[config.mk]
export PLATFORM = sky130hd
export DESIGN_NAME = regfile_bypass_unit
export DESIGN_NICKNAME = d
export VERILOG_FILES = /design/src/rtl/regfile_bypass_unit.sv
export SDC_FILE = /design/constraint.sdc
export NUM_CORES = 2
export LEC_CHECK = 0
export CAP_MARGIN = 25
export CELL_PAD_IN_SITES_DETAIL_PLACEMENT = 0
export CELL_PAD_IN_SITES_GLOBAL_PLACEMENT = 1
export CORE_UTILIZATION = 55
export CTS_BUF_LIST = sky130_fd_sc_hd__clkbuf_8
export DETAILED_ROUTE_END_ITERATION = 8
export HOLD_SLACK_MARGIN = 0.03
export PLACE_DENSITY = 0.87
export SYNTH_ARGS = -nofsm -noshare
export SYNTH_HDL_FRONTEND = slang
export SYNTH_SLANG_ARGS = --single-unit
export TNS_END_PERCENT = 30
[constraint.sdc]
create_clock -name clk -period 9 [get_ports clk]
set_input_delay 1.8 -clock clk [delete_from_list [all_inputs] [get_ports clk]]
set_output_delay 1.8 -clock clk [all_outputs]
set_load 0.05 [all_outputs]
[src/rtl/regfile_bypass_unit.sv]
// regfile_bypass_unit: architectural register file, D->E operand latch and N-source bypass network.
// Emits resolved E-stage operands plus a per-operand ready flag for load-use stall generation.
module regfile_bypass_unit #(
  parameter int XLEN    = 32,
  parameter int NREGS   = 32,
  parameter int NUM_RD  = 2,
  parameter int NUM_STG = 3,
  localparam int AW     = $clog2(NREGS)
) (
  input  logic                      clk,
  input  logic                      rst_n,
  input  logic                      i_stall,
  input  logic                      i_flush,
  input  logic [NUM_RD*AW-1:0]      i_rs_addr_d,
  input  logic [NUM_STG-1:0]        i_stg_we,
  input  logic [NUM_STG*AW-1:0]     i_stg_rd,
  input  logic [NUM_STG*XLEN-1:0]   i_stg_data,
  input  logic [NUM_STG-1:0]        i_stg_dvalid,
  input  logic                      i_wb_we,
  input  logic [AW-1:0]             i_wb_addr,
  input  logic [XLEN-1:0]           i_wb_data,
  output logic [NUM_RD*AW-1:0]      o_rs_addr_e,
  output logic [NUM_RD*XLEN-1:0]    o_rs_data_e,
  output logic [NUM_RD-1:0]         o_rs_ready_e,
  output logic [NUM_RD-1:0]         o_fwd_hit_e
);
  logic [XLEN-1:0]        r_regs [NREGS];
  logic [NUM_RD*AW-1:0]   r_addr_e;
  logic [NUM_RD*XLEN-1:0] r_raw_e;
  logic [NUM_RD*AW-1:0]   w_addr_n;
  logic [NUM_RD*XLEN-1:0] w_raw_n;
  logic [AW-1:0]          w_a;

  // A stall re-reads at the held address so writebacks landing mid-stall are kept.
  always_comb begin
    w_addr_n = i_flush ? '0 : i_stall ? r_addr_e : i_rs_addr_d;
    w_raw_n  = '0;
    for (int i = 0; i < NUM_RD; i++)
      w_raw_n[i*XLEN +: XLEN] = (w_addr_n[i*AW +: AW] == '0) ? '0 :
                                (i_wb_we && i_wb_addr == w_addr_n[i*AW +: AW]) ? i_wb_data :
                                r_regs[w_addr_n[i*AW +: AW]];
  end

  always_ff @(posedge clk or negedge rst_n) begin
    if (!rst_n) begin
      for (int j = 0; j < NREGS; j++) r_regs[j] <= '0;
      r_addr_e <= '0;
      r_raw_e  <= '0;
    end else begin
      if (i_wb_we && i_wb_addr != '0) r_regs[i_wb_addr] <= i_wb_data;
      r_addr_e <= w_addr_n;
      r_raw_e  <= w_raw_n;
    end
  end

  // Scan oldest to youngest so the youngest matching stage overrides, ready or not.
  always_comb begin
    o_rs_data_e  = '0;
    o_rs_ready_e = '1;
    o_fwd_hit_e  = '0;
    w_a          = '0;
    for (int i = 0; i < NUM_RD; i++) begin
      w_a = r_addr_e[i*AW +: AW];
      o_rs_data_e[i*XLEN +: XLEN] = (i_wb_we && i_wb_addr == w_a) ? i_wb_data : r_raw_e[i*XLEN +: XLEN];
      for (int k = NUM_STG - 1; k >= 0; k--)
        if (i_stg_we[k] && i_stg_rd[k*AW +: AW] == w_a) begin
          o_rs_data_e[i*XLEN +: XLEN] = i_stg_data[k*XLEN +: XLEN];
          o_rs_ready_e[i]             = i_stg_dvalid[k];
          o_fwd_hit_e[i]              = 1'b1;
        end
      if (w_a == '0) begin
        o_rs_data_e[i*XLEN +: XLEN] = '0;
        o_rs_ready_e[i]             = 1'b1;
        o_fwd_hit_e[i]              = 1'b0;
      end
    end
  end

  assign o_rs_addr_e = r_addr_e;
endmodule

# Yosys cells after proc, flatten, opt, wreduce, memory -nomap -nowiden
# Index checks and enable logic that the tools add are counted.
[word_totals]
ff_bits = 1098
in_bits = 169
output_inout_bits = 78
wordCells = 109
[op_classes]
magnitude_cmp = 4
eq_ne = 10
n_mux = 41
n_bitwise = 3
n_reduce_logical = 17
[ops]
columns = ["cell", "count"]
rows = [
  ["$bwmux W1024", 1],
  ["$mux W32", 19],
  ["$bmux W32 S5", 2],
  ["$demux W32 S5", 1],
  ["$eq A5 B5 Y1", 10],
  ["$logic_not A5 Y1", 4],
  ["$mux W10", 2],
  ["$ge A6 B6 Y1 const B", 3],
  ["$not A5 Y6", 3],
  ["$mux W1", 16],
  ["$logic_and A1 B1 Y1", 12],
  ["$lt A6 B1 Y1 const B", 1],
  ["$reduce_bool A5 Y1", 1],
]

# Logic depth before layout (Yosys ltp)
[depth]
depth_word = 8
mapped_depth = 13
ltp_nobuf = 8

# Worst setup path after synthesis
# OpenSTA, ideal clock, no wires.
[synth_timing]
kind = "input to output"
start = "input i_wb_addr[0]"
end = "output o_rs_data_e[10]"
t_arrival_ns = 4.523
t_required_ns = 7.200
setup_slack_ns = 2.677
stages = 10
n_path_buf = 3
cell_sequence = "clkbuf_1 > xor2_1 > nor4_1 > and3_1 > clkbuf_1 > buf_2 > mux2i_1 > a211oi_1 > a211oi_1 > nor3_1"
[synth_between]
elab_chain_len = 7
[synth_lines]
columns = ["element", "line_no", "text"]
rows = [
  ["start, declared", "20", "input logic [AW-1:0] i_wb_addr,"],
  ["$eq A5 B5 Y1", "64", "o_rs_data_e[i*XLEN +: XLEN] = (i_wb_we && i_wb_addr == w_a) ? i_wb_data : r_raw_e[i*XLEN +: XLEN];"],
  ["$logic_and A1 B1 Y1", "64", ""],
  ["$mux W32", "64", ""],
  ["$mux W32 (3 in series)", "66", "if (i_stg_we[k] && i_stg_rd[k*AW +: AW] == w_a) begin"],
  ["$mux W32", "71", "if (w_a == '0) begin"],
  ["end, declared", "23", "output logic [NUM_RD*XLEN-1:0] o_rs_data_e,"],
]
# No other way between the ends.

# Worst setup path after layout
[layout_timing]
start = "input i_wb_addr[3]"
end = "output o_rs_data_e[5]"
# Same word-level chain as after synthesis.

==> impl_results.md <==
* Outcome: finished clean
* Synth top area share at 45.1%
* Worst-path fanout max at 32
* Syn nets at 5464
* Clk slew on worst S/H paths at 60 ps
* Max Clock Skew at 40.6 ps
* Cts repair resizes at 0
* Post-Syn Instances at 5295
* Crit start category: primary input
* Fmax at 136 MHz
* Cell Area, Synth at 60900 sq um
* CTS Buf Count at 181
* Final nets at 5472
* Fillers at 8578
* Critical R2R Launch: o_rs_addr_e[6]
* WL/cell at 30.9 um
* Post-route minimum period at 7350 ps
* Synth-to-Final Area Change at 11.9%
* Initial antenna violation count at 21
* Worst-Skew Late Latency at 880 ps
* DR iter-0 viols at 6355
* Critical Path RT at 7200 ps
* DR vias at 47400
* Worst setup path category: in -> out
* Setup TNS at 0 ps
* Die area at 112000 sq um
* Layout cells sized above 1 at 31.3%
* Number of global-route vias before repair at 46600
* Crit path launch: i_wb_addr[3]
* Final period utilization at 81.6%
* Power Total at 14.2 mW
* Cell taking the most area after synthesis: dfrtp_1
* Input/output buffers at 246
* Maxcap violations at 0
* Row count at 121
* Peak VDD IR at 153 uV
* X dimension of the die at 335 um
* GP Congestion at 0.934
* CTS Root Cell: clkbuf_8
* RSZ-0062 raised after global routing: no
* Syn avg cell area at 11.5 sq um
* Warning count from the yosys run at 0
* Rel. slew slack at 25.8%
* Worst min-delay path class: reg -> reg
* Commonest non-fill, non-tap cell in the layout: dfrtp_1
* CTS tree: built
* Static leakage at 28.6 nW
* Initial core utilization at 55.7%
* Most frequent cells in the layout: 1098 x dfrtp_1, 1041 x mux2_2, 748 x nand2_1
* Post-CTS setup buffer count at 0
* Global-route wire length before repair at 312 mm
* Drt drc at 0
* Post-Route WL at 214 mm
* Largest cells by area after synthesis: dfrtp_1 45%, mux2_2 19%, mux2i_1 8.1%
* Die Y at 335 um
* Final setup vio count at 0
* DRT antenna net count at 0
* Core footprint at 109000 sq um
* CP endpoint kind: output port
* CTS Sinks at 1098
* Min-Delay Startpoint: r_regs[995]
* Post-DP HPWL at 121 mm
* Hold-fix buffers, CTS at 0
* Htree depth at 4
* Grt total ovfl at 0
* Pre-antenna DRT Iters at 6
* Total GRT Usage at 37.9%
* Routed vias/inst at 6.84
* Worst Tran Pin Value at 1110 ps
* Post-synth cell types at 58
* Pin count of the biggest net entering global routing at 182
* Max Slew Vio Count at 0
* Seq/Total Area, Yosys at 45.1%
* Max Buffers Root-to-Sink at 3
* Hold Fails Final Rpt at 0
* Worst hold margin at 398 ps
* I/O pin count at 247
* Number of synthesized register bits at 1098
* PD cells at 208 nW/um^2
* Worst EP arrival at 5550 ps
[power breakdown]
group,internal (mW),switching [mW]
clock,2.39,2.11
sequential,5.85,0.718
combinational,1.54,1.54
total,9.78,4.38
[registers in the layout, summed over array words and instances (netlist names)]
| name | count |
|---|---|
| r_regs | 1024 |
| o_rs_addr_e | 10 |
| r_raw_e | 64 |
[cells in the mapped netlist, drive strengths merged]
library cell and n:
a211o 3, a211oi 65, a21oi 187, a221o 64, a221oi 33, a22o 1, a22oi 64, a311oi 2
a31oi 1, a32oi 62, and3 10, and3b 3, buf 197, clkbuf 362, dfrtp 1098, inv 8
mux2 1041, mux2i 492, mux4 154, nand2 770, nand2b 1, nand3 197, nand3b 9, nand4 32
nor2 76, nor2b 4, nor3 25, nor3b 7, nor4 45, nor4b 33, o211ai 49, o21ai 9
o21bai 3, o221ai 31, o22ai 98, o31ai 1, or2 6, or3 3, or3b 1, or4 1
xnor2 12, xor2 35
[kinds of logic after synthesis]
group,share of synthesized area [%]
compound gates,8.05
xor+xnor,0.676
buf+inv,4.19
flops,45.1
mux,33.1
simple gates,8.87
[stage by stage]
step	instances	setup WS (ps)	utilization (%)	instance area (sq um)
after floorplan	5295	2680	-	60900
after global placement	6587	1640	58.7	64200
after detailed placement	6592	1690	58.9	64300
after CTS	6919	1690	62.3	68000
after global routing	6929	1400	62.3	68100
final	6931	1650	62.3	68100
[metal layers]
metal  global-route usage (%)  part of all wire (%)
met3                     13.6                    14
met1                     50.4                    38
met4                     18.1                   5.1
met5                    0.130                 0.029
met2                     55.1                    43
[cell type report]
type | count | area, sq um | share of cell area [%]
multi-input combinational | 3630 | 31300 | 45.9
sequential | 1098 | 27500 | 40.3
timing repair buffer | 384 | 3720 | 5.45
clock buffer | 230 | 3170 | 4.65
tap | 1476 | 1850 | 2.71
clock inverter | 97 | 553 | 0.812
inverter | 8 | 72.6 | 0.107
antenna | 8 | 20.0 | 0.0294
[critical path, cell delays in order]
cell,delay [ps]
clkdlybuf4s50_1,650
xor2_1,270
nor4_1,260
and3_2,900
mux2i_1,210
a211oi_1,320
a211oi_1,100
nor3_1,200
clkdlybuf4s50_1,830
[path summary, 6_finish.rpt]
kind,endpoint,slack [ps],cells past startpoint
max,o_rs_data_e[5],1650,9
min,r_regs[995],400,0
max reg2reg,r_raw_e[60],4290,9
min reg2reg,r_regs[995],400,0
max in group asynchronous,r_regs[906],6180,3
min in group asynchronous,r_regs[923],950,1
(Power assumes the default switching activity.)
